--- src/rtl/sar_adc_pkg.sv ---
// Shared definitions for the SAR ADC controller: FSM state encoding and
// the parameter sanity limits checked at elaboration.
package sar_adc_pkg;

  typedef enum logic [2:0] {
    S_IDLE,
    S_MUX_SETTLE,
    S_BIT_SETTLE,
    S_DECIDE,
    S_DONE
  } state_t;

  localparam int MIN_SETTLE_CYCLES = 3;
  localparam int MIN_NUM_CH        = 1;

  // Counter/index width that never collapses to zero bits.
  function automatic int idx_width(input int n);
    return (n > 1) ? $clog2(n) : 1;
  endfunction

endpackage

--- src/rtl/sar_adc_ctrl_pwm_dac.sv ---
// PWM DAC: free-running counter, duty latched at each period boundary,
// registered compare output driving the external RC filter.
module pwm_dac #(
  parameter int WIDTH = 8
) (
  input  logic             CLOCK_50,
  input  logic             rst,
  input  logic [WIDTH-1:0] duty_in,
  output logic             pwm_out
);

  logic [WIDTH-1:0] cnt_q, cnt_d;
  logic [WIDTH-1:0] duty_q, duty_d;
  logic             pwm_q, pwm_d;

  // Duty only changes when the counter wraps, so a period is never split.
  always_comb begin
    cnt_d  = cnt_q + WIDTH'(1);
    duty_d = (cnt_d == '0) ? duty_in : duty_q;
    pwm_d  = (cnt_q < duty_q);
  end

  always_ff @(posedge CLOCK_50) begin
    if (!rst) begin
      cnt_q  <= '0;
      duty_q <= '0;
      pwm_q  <= 1'b0;
    end else begin
      cnt_q  <= cnt_d;
      duty_q <= duty_d;
      pwm_q  <= pwm_d;
    end
  end

  assign pwm_out = pwm_q;

endmodule

--- src/rtl/sar_adc_ctrl.sv ---
// Successive-approximation ADC controller with per-bit settle time,
// multi-channel mux scanning and an integrated PWM reference DAC.
module sar_adc_ctrl
  import sar_adc_pkg::*;
#(
  parameter int WIDTH         = 8,
  parameter int SETTLE_CYCLES = 4096,
  parameter int NUM_CH        = 4,
  parameter int CH_W          = 2
) (
  input  logic             CLOCK_50,
  input  logic             rst,
  input  logic             start,
  input  logic             continuous,
  input  logic             compare,
  output logic [CH_W-1:0]  ch_sel_out,
  output logic [WIDTH-1:0] dac_code,
  output logic             pwm_out,
  output logic [WIDTH-1:0] result,
  output logic [CH_W-1:0]  result_ch,
  output logic             result_valid,
  output logic             busy
);

  localparam int CNT_W = idx_width(SETTLE_CYCLES);
  localparam int BIT_W = idx_width(WIDTH);
  localparam logic [CNT_W-1:0] SETTLE_LOAD = CNT_W'(SETTLE_CYCLES - 1);
  localparam logic [CH_W-1:0]  LAST_CH     = CH_W'(NUM_CH - 1);
  localparam logic [BIT_W-1:0] TOP_BIT     = BIT_W'(WIDTH - 1);
  localparam logic [WIDTH-1:0] MID_CODE    = WIDTH'(1) << (WIDTH - 1);

  if (SETTLE_CYCLES < MIN_SETTLE_CYCLES || NUM_CH < MIN_NUM_CH ||
      (1 << CH_W) < NUM_CH) begin : g_bad_cfg
    $error("sar_adc_ctrl: illegal parameter combination");
  end

  state_t           state_q, state_d;
  logic [CNT_W-1:0] cnt_q, cnt_d;
  logic [BIT_W-1:0] bit_q, bit_d;
  logic [WIDTH-1:0] dac_q, dac_d;
  logic [CH_W-1:0]  ch_q, ch_d;
  logic [CH_W-1:0]  ch_sel_q, ch_sel_d;
  logic [WIDTH-1:0] result_q, result_d;
  logic [CH_W-1:0]  result_ch_q, result_ch_d;
  logic             valid_q, valid_d;
  logic             busy_q, busy_d;
  logic             meta_q, cmp_s_q;

  logic [WIDTH-1:0] code;
  logic [CH_W-1:0]  next_ch;
  logic [CH_W-1:0]  launch_ch;
  logic             launch;

  always_comb begin
    state_d     = state_q;
    cnt_d       = cnt_q;
    bit_d       = bit_q;
    dac_d       = dac_q;
    ch_d        = ch_q;
    ch_sel_d    = ch_sel_q;
    result_d    = result_q;
    result_ch_d = result_ch_q;
    valid_d     = 1'b0;
    code        = dac_q;
    next_ch     = (ch_q == LAST_CH) ? '0 : ch_q + CH_W'(1);
    launch      = 1'b0;
    launch_ch   = ch_q;

    case (state_q)
      S_IDLE: begin
        if (start) launch = 1'b1;
      end
      S_MUX_SETTLE, S_BIT_SETTLE: begin
        if (cnt_q == '0) begin
          state_d = (state_q == S_MUX_SETTLE) ? S_BIT_SETTLE : S_DECIDE;
          cnt_d   = SETTLE_LOAD;
        end else begin
          cnt_d = cnt_q - CNT_W'(1);
        end
      end
      S_DECIDE: begin
        if (!cmp_s_q) code[bit_q] = 1'b0;
        if (bit_q != '0) begin
          code[bit_q - BIT_W'(1)] = 1'b1;
          bit_d   = bit_q - BIT_W'(1);
          cnt_d   = SETTLE_LOAD;
          state_d = S_BIT_SETTLE;
        end else begin
          result_d    = code;
          result_ch_d = ch_sel_q;
          valid_d     = 1'b1;
          state_d     = S_DONE;
        end
        dac_d = code;
      end
      S_DONE: begin
        ch_d      = next_ch;
        launch_ch = next_ch;
        if (continuous) launch = 1'b1;
        else            state_d = S_IDLE;
      end
      default: state_d = S_IDLE;
    endcase

    // Starting from IDLE and chaining in continuous mode share one entry path.
    if (launch) begin
      state_d  = S_MUX_SETTLE;
      cnt_d    = SETTLE_LOAD;
      bit_d    = TOP_BIT;
      dac_d    = MID_CODE;
      ch_sel_d = launch_ch;
    end

    busy_d = (state_d != S_IDLE);
  end

  always_ff @(posedge CLOCK_50) begin
    if (!rst) begin
      state_q     <= S_IDLE;
      cnt_q       <= '0;
      bit_q       <= '0;
      dac_q       <= '0;
      ch_q        <= '0;
      ch_sel_q    <= '0;
      result_q    <= '0;
      result_ch_q <= '0;
      valid_q     <= 1'b0;
      busy_q      <= 1'b0;
      meta_q      <= 1'b0;
      cmp_s_q     <= 1'b0;
    end else begin
      state_q     <= state_d;
      cnt_q       <= cnt_d;
      bit_q       <= bit_d;
      dac_q       <= dac_d;
      ch_q        <= ch_d;
      ch_sel_q    <= ch_sel_d;
      result_q    <= result_d;
      result_ch_q <= result_ch_d;
      valid_q     <= valid_d;
      busy_q      <= busy_d;
      meta_q      <= compare;
      cmp_s_q     <= meta_q;
    end
  end

  pwm_dac #(.WIDTH(WIDTH)) u_pwm (
    .CLOCK_50 (CLOCK_50),
    .rst      (rst),
    .duty_in  (dac_q),
    .pwm_out  (pwm_out)
  );

  assign ch_sel_out   = ch_sel_q;
  assign dac_code     = dac_q;
  assign result       = result_q;
  assign result_ch    = result_ch_q;
  assign result_valid = valid_q;
  assign busy         = busy_q;

endmodule

--- config.mk ---
export PLATFORM = sky130hd
export DESIGN_NAME = sar_adc_ctrl
export DESIGN_NICKNAME = d
export VERILOG_FILES = /design/src/rtl/sar_adc_pkg.sv /design/src/rtl/sar_adc_ctrl_pwm_dac.sv /design/src/rtl/sar_adc_ctrl.sv
export SDC_FILE = /design/constraint.sdc
export NUM_CORES = 1
export LEC_CHECK = 0
export ABC_AREA = 1
export BUFFER_PORTS_ARGS = -buffer_cell sky130_fd_sc_hd__buf_2
export CAP_MARGIN = 30
export CORE_ASPECT_RATIO = 1.5
export CORE_MARGIN = 1.5
export CORE_UTILIZATION = 63
export DETAILED_ROUTE_END_ITERATION = 8
export GPL_TIMING_DRIVEN = 0
export MAX_ROUTING_LAYER = met4
export PLACE_DENSITY = 0.83
export SLEW_MARGIN = 20
export SYNTH_ARGS = -nofsm -noshare
export SYNTH_HDL_FRONTEND = slang
export SYNTH_HIERARCHICAL = 1
export SYNTH_SLANG_ARGS = --single-unit
--- constraint.sdc ---
create_clock -name CLOCK_50 -period 2.8 [get_ports CLOCK_50]
set_input_delay 0.14 -clock CLOCK_50 [delete_from_list [all_inputs] [get_ports CLOCK_50]]
set_output_delay 0.14 -clock CLOCK_50 [all_outputs]
set_load 0.005 [all_outputs]
==> results of run 1 <==
-- kinds of logic after synthesis --
kind of cell,after synthesis
flip-flops,61
AND/OR/NAND/NOR,207
AO/OA/AOI/OAI,69
adder cells (fa/ha/maj),12
buffers and inverters,84
XOR/XNOR,1
-- timing repair --
action                                  CTS  global route
hold buffers                              1             0
buffers inserted                          0             0
endpoints found under the setup margin    0             0
endpoints found under the hold margin     1             0
-- placed cells by master, fill, tap and decap left out, types with 3 or more instances in the layout --
master / count
inv_1: 71
nand4_1: 13
nor2_2: 5
inv_2: 4
nand2_2: 8
dfxtp_1: 61
nor2_1: 42
o21ai_0: 22
a21oi_1: 31
nand3_1: 27
ha_1: 12
nand2_1: 93
nor3_1: 6
buf_2: 29
clkbuf_1: 5
nand3_2: 3
clkbuf_8: 11
a31oi_1: 5
nor2_4: 3
-- layer usage --
| layer | vias up | wire length [um] | track usage [%] |
|---|---|---|---|
| li1 | 1467 | - | - |
| met1 | 1328 | 2710 | 28.4 |
| met2 | 44 | 4190 | 58.2 |
| met3 | 17 | 187 | 3.80 |
| met4 | 0 | 235 | 16.4 |
| met5 | - | 0 | - |
-- how the worst max path moves through the flow --
| stage | startpoint | end | slack, ps | depth (start not counted) |
|---|---|---|---|---|
| 6_report | cnt_q[0]$_SDFFE_PN0P_ | cnt_q[11]$_SDFFE_PN0P_ | 990 | 10 |
| 5_1_grt | u_pwm/cnt_q[0]$_SDFF_PN0_ | u_pwm/duty_q[1]$_SDFFE_PN0N_ | 850 | 9 |
| 4_1_cts | cnt_q[0]$_SDFFE_PN0P_ | cnt_q[11]$_SDFFE_PN0P_ | 980 | 10 |
| 3_5_place_dp | cnt_q[0]$_SDFFE_PN0P_ | cnt_q[11]$_SDFFE_PN0P_ | 1030 | 10 |
| 3_3_place_gp | cnt_q[0]$_SDFFE_PN0P_ | cnt_q[11]$_SDFFE_PN0P_ | 1080 | 10 |
| 2_1_floorplan | bit_q[0]$_SDFFE_PN0P_ | cnt_q[0]$_SDFFE_PN0P_ | 1350 | 9 |
-- critical path, cell delays in order (launching register included) --
cell	delay [ps]
dfxtp_1	310
inv_1	120
ha_1	230
nand3_1	170
nor2_2	280
nand2_1	160
nand2_2	130
nand2_2	110
nand2_1	80
inv_1	40
a21oi_2	100
-- metrics by stage --
| stage | util [%] | std cells | hold slack [ps] |
|---|---|---|---|
| floorplan | - | 434 | 238 |
| global placement | 69.1 | 527 | 323 |
| detailed placement | 69.1 | 527 | 333 |
| CTS | 74.0 | 544 | 119 |
| global route | 74.0 | 544 | 159 |
| finish | 74.0 | 544 | 127 |
-- power groups by stage --
stage	Combinational [W]	Sequential, W	Clock, W
final	0.000569	0.00101	0.000898
after floorplan	0.000446	0.00101	0
after global routing	0.000655	0.00102	0.000930
after CTS	0.000570	0.00101	0.000896
after detailed placement	0.000562	0.00103	0
after global placement	0.000545	0.00103	0
-- flip-flops by register name (all words and copies together), names as in the netlist, 3 cells and up --
register / cells
cnt_q: 12
result: 8
u_pwm/cnt_q: 8
dac_code: 8
u_pwm/duty_q: 8
bit_q: 3
state_q: 3
-- cell type report --
type / count / area share, %
Inverter: 76 / 8.15
Timing Repair Buffer: 28 / 4.11
Sequential cell: 61 / 34.6
Tap cell: 66 / 2.34
Buffer: 8 / 1.35
Clock inverter: 4 / 1.98
Multi-Input combinational cell: 289 / 43.1
Clock buffer: 12 / 4.39
==> flow_summary.json, run 1 <==
{
  "outcome": "finished clean",
  "crit_required_ps": 3080,
  "finalCritPeriodShare_pct": 64.5,
  "finalPower_w": 0.00248,
  "synth_most_common_cell": "nand2_1",
  "arrival_ps": 2090,
  "slew_headroom_pct": 57.5,
  "power_frac_comb_pct": 23.0,
  "synth-compound-area-share_pct": 12.3,
  "synth_top_family_by_area": "simple AND/OR/NAND/NOR gates",
  "io_buffers": 27,
  "core_um2": 4770,
  "via_count": 2856,
  "grt_pass1_vias": 2675,
  "via_per_inst": 5.25,
  "yosys_warnings": 6,
  "fp.dieArea_um2": 5320,
  "ys_types": 34,
  "setup_viol": 0,
  "die_h_um": 88.6,
  "cellInternalPower_w": 0.00169,
  "tritoncts": "built",
  "yosysTopAreaCell": "dfxtp_1",
  "drv_cap": 0,
  "tns_ps": 0,
  "cts_inserted_buffers": 9,
  "end_kind": "register",
  "irDropWorstVdd_uv": 498,
  "grt.total_usage_pct": 30.7,
  "synth_enable_flop_cells": 0,
  "grt_first_pass_wirelength_um": 11700,
  "ios": 28,
  "seqCellArea_um2": 1220,
  "fmax_mhz": 554,
  "h-tree-depth": 3,
  "route.detailed.drc": 0,
  "antenna_found_initial": 0,
  "fillers": 408,
  "synth_area_um2": 3080,
  "clk_path_buf_depth": 2,
  "yosys.area_share.adder_pct": 4.88,
  "setup_ws_ps": 994,
  "r2r-start": "cnt_q[0]$_SDFFE_PN0P_",
  "ant_nets": 0,
  "synth-async-reset-ratio_pct": 0,
  "synthTopCellsByCount": "93 x nand2_1, 71 x inv_1, 61 x dfxtp_1",
  "place_ws_ps": 1030,
  "rows": 31,
  "multiInputGateArea_um2": 1520,
  "power_frac_seq_pct": 40.8,
  "hp-start": "rst",
  "power.share.clock_pct": 36.2,
  "synthXorXnorAreaFrac_pct": 0.284,
  "grt_max_degree": 11,
  "area_growth_pct": 14.7,
  "fin_area_um2": 3530,
  "dr.pass1.iters": 4,
  "overflow": 0,
  "tightest_slew_ps": 638,
  "skew_ps": 6.49,
  "synthFlopType": "dfxtp_1",
  "cts_root_buffer": "clkbuf_8",
  "yosys_register_bits": 61,
  "synth.top_cell.area_share_pct": 39.7,
  "p_sw_share_pct": 31.8,
  "drt_iter0_drc": 135,
  "clk-insertion-delay-late_ps": 350,
  "synth_cells": 434,
  "die_x_um": 60.1,
  "synth_area_per_cell_um2": 7.09,
  "critPathLaunchType": "register",
  "crit_type": "register to register",
  "power_density_nw_per_um2": 702,
  "rr_worst_depth": 10,
  "antenna_cells": 0,
  "slew_violations": 0,
  "drive_gt1_share_pct": 16.5,
  "synth-seq-area-share_pct": 39.7,
  "rsz0062_at_grt": "no",
  "nets": 490,
  "wirelength_um": 7330,
  "cts_resized": 0,
  "p_leak_nw": 1.67,
  "hold_viol_final": 0,
  "min_path_cells": 3,
  "syn_nets": 451,
  "avgRoutedWirePerCell_um": 13.5,
  "dpl.hpwl_um": 5460,
  "r2r-end": "cnt_q[11]$_SDFFE_PN0P_",
  "hold_end": "cnt_q[1]$_SDFFE_PN0P_",
  "synth.top_cells.by_area": "dfxtp_1 40%, nand2_1 11%, inv_1 8.7%",
  "p_switching_w": 0.000787,
  "hold_class": "input pin to register",
  "gp_congestion": 0.927,
  "critPathMaxFanout": 6,
  "synth-simple-area-share_pct": 32.0,
  "start_util_pct": 64.5,
  "synthMuxAreaShare_pct": 0,
  "clock_sinks": 61,
  "rrSetupSlack_ps": 990,
  "dpl_cell_area_um2": 3300,
  "path_clk_slew_ps": 70,
  "period_minus_slack_ps": 1810
}
No activity file was read; power rests on OpenSTA's default activity.
==> inputs of run 2 (changes only) <==
Settings changed: CORE_UTILIZATION 63 to 59, PLACE_DENSITY 0.83 to 0.78.
Clock period 2.8 ns to 1.75 ns, I/O delays scaled along.
==> flow_summary.json, run 2 (synthesis gave the netlist of run 1 again) <==
{
  "drt_iter0_drc": 76,
  "final_cell_mix": "93 x nand2_1, 71 x inv_1, 54 x dfxtp_1, 42 x nor2_1, 31 x a21oi_1",
  "fmax_mhz": 596,
  "power_frac_seq_pct": 42.1,
  "slew_violations": 0,
  "crit_type": "register to register",
  "die_h_um": 91.5,
  "top_register": "cnt_q",
  "grt_util_met1_pct": 24.5,
  "skew_ps": 7.50,
  "clk_path_buf_depth": 2,
  "die_x_um": 62.0,
  "grt-busiest-layer": "met2",
  "p_sw_share_pct": 32.5,
  "hold_viol_final": 0,
  "antenna_cells": 0,
  "h-tree-depth": 3,
  "drive_gt1_share_pct": 19.9,
  "grt.total_usage_pct": 27.8,
  "ios": 28,
  "via_count": 2832,
  "power_frac_comb_pct": 25.0,
  "largest_reg_flops": 12,
  "final_common_cell": "nand2_1",
  "timing.hold.ws_ps": 79.0,
  "drv_cap": 0,
  "gp_congestion": 0.960,
  "period_minus_slack_ps": 1680,
  "cellInternalPower_w": 0.00259,
  "grt_first_pass_wirelength_um": 11300,
  "grt_util_met3_pct": 6.41,
  "start_util_pct": 60.6,
  "power_density_nw_per_um2": 1070,
  "fin_util_pct": 70.5,
  "via_per_inst": 5.15,
  "critPathLaunchType": "register",
  "dpl.hpwl_um": 5480,
  "grt_max_degree": 11,
  "route.detailed.drc": 0,
  "power.share.clock_pct": 32.9,
  "finalCritPeriodShare_pct": 95.9,
  "arrival_ps": 1940,
  "slew_headroom_pct": 57.7,
  "grt_pass1_vias": 2627,
  "nets": 495,
  "antenna_found_initial": 0,
  "dp_cells": 529,
  "critPathMaxFanout": 10,
  "met2_usage_pct": 52.3,
  "tritoncts": "built",
  "fp.dieArea_um2": 5670,
  "clock_sinks": 61,
  "tns_ps": 0,
  "p_leak_nw": 1.67,
  "tightest_slew_ps": 635,
  "p_switching_w": 0.00125,
  "io_buffers": 27,
  "rsz0062_at_grt": "no",
  "path_clk_slew_ps": 70,
  "overflow": 0,
  "setup_viol": 0,
  "ant_nets": 0,
  "final_cells": 550,
  "cts_root_buffer": "clkbuf_8",
  "clk-insertion-delay-late_ps": 340,
  "cts_inserted_buffers": 9,
  "end_kind": "register",
  "avgRoutedWirePerCell_um": 13.2,
  "area_growth_pct": 16.4,
  "rows": 32,
  "wirelength_um": 7260,
  "outcome": "finished clean",
  "irDropWorstVdd_uv": 761,
  "crit_required_ps": 2020,
  "dr.pass1.iters": 8,
  "core_um2": 5080,
  "hold_class": "input pin to register"
}
run 2: routing by layer:
metal	routed length [um]	vias to the layer above
met4	155	0
met3	162	10
met1	2680	1310
li1	-	1482
met2	4260	30
met5	0	-
run 2: worst paths after layout:
check                              from                         to  slack (ps)  cells after the start
setup reg to reg  bit_q[0]$_SDFFE_PN0P_     result[3]$_SDFFE_PN0N_          70                      7
hold / removal                      rst  result_ch[0]$_SDFFE_PN0N_          80                      3
setup / recovery  bit_q[0]$_SDFFE_PN0P_     result[3]$_SDFFE_PN0N_          70                      7
hold reg to reg       meta_q$_SDFF_PN0_         cmp_s_q$_SDFF_PN0_         430                      2
run 2: power groups by stage:
stage                     sequential [W]  clock, W  combinational, W
after detailed placement         0.00164         0          0.000904
after CTS                        0.00161   0.00128          0.000922
final                            0.00162   0.00126          0.000961
after global routing             0.00163   0.00134           0.00109
after floorplan                  0.00162         0          0.000714
after global placement           0.00164         0          0.000878
run 2: cell type report:
cell class | instances | area (um2)
tap | 68 | 85.1
multi-input combinational | 290 | 1560
clock inverter | 3 | 45.0
inverter | 76 | 288
clock buffer | 12 | 155
timing repair buffer | 32 | 175
sequential | 61 | 1230
fill | 455 | 1500
buffer | 8 | 47.5
run 2: per-stage QoR:
step / setup WS [ps] / area [um2] / total power [W]
finish: 71.1 / 3580 / 0.00384
global route: 1.09 / 3580 / 0.00405
CTS: 0.0158 / 3510 / 0.00382
detailed placement: 9.45 / 3300 / 0.00254
global placement: 3.50 / 3300 / 0.00252
floorplan: 299 / 3080 / 0.00234
run 2: worst max-delay path, cell delays in order (launching register included):
cell and delay, ps:
dfxtp_2 340, inv_1 140, ha_1 170, nand2_1 100, nor2_2 280, buf_2 290
nand3_1 120, a21oi_1 160
run 2: repair_timing:
item / in CTS / in global routing
setup endpoints to repair: 1 / 18
gates cloned: 0 / 1
pin swaps: 0 / 3
hold endpoints to repair: 1 / 0
resized for setup: 1 / 13
hold buffers: 1 / 0
setup buffers: 0 / 4
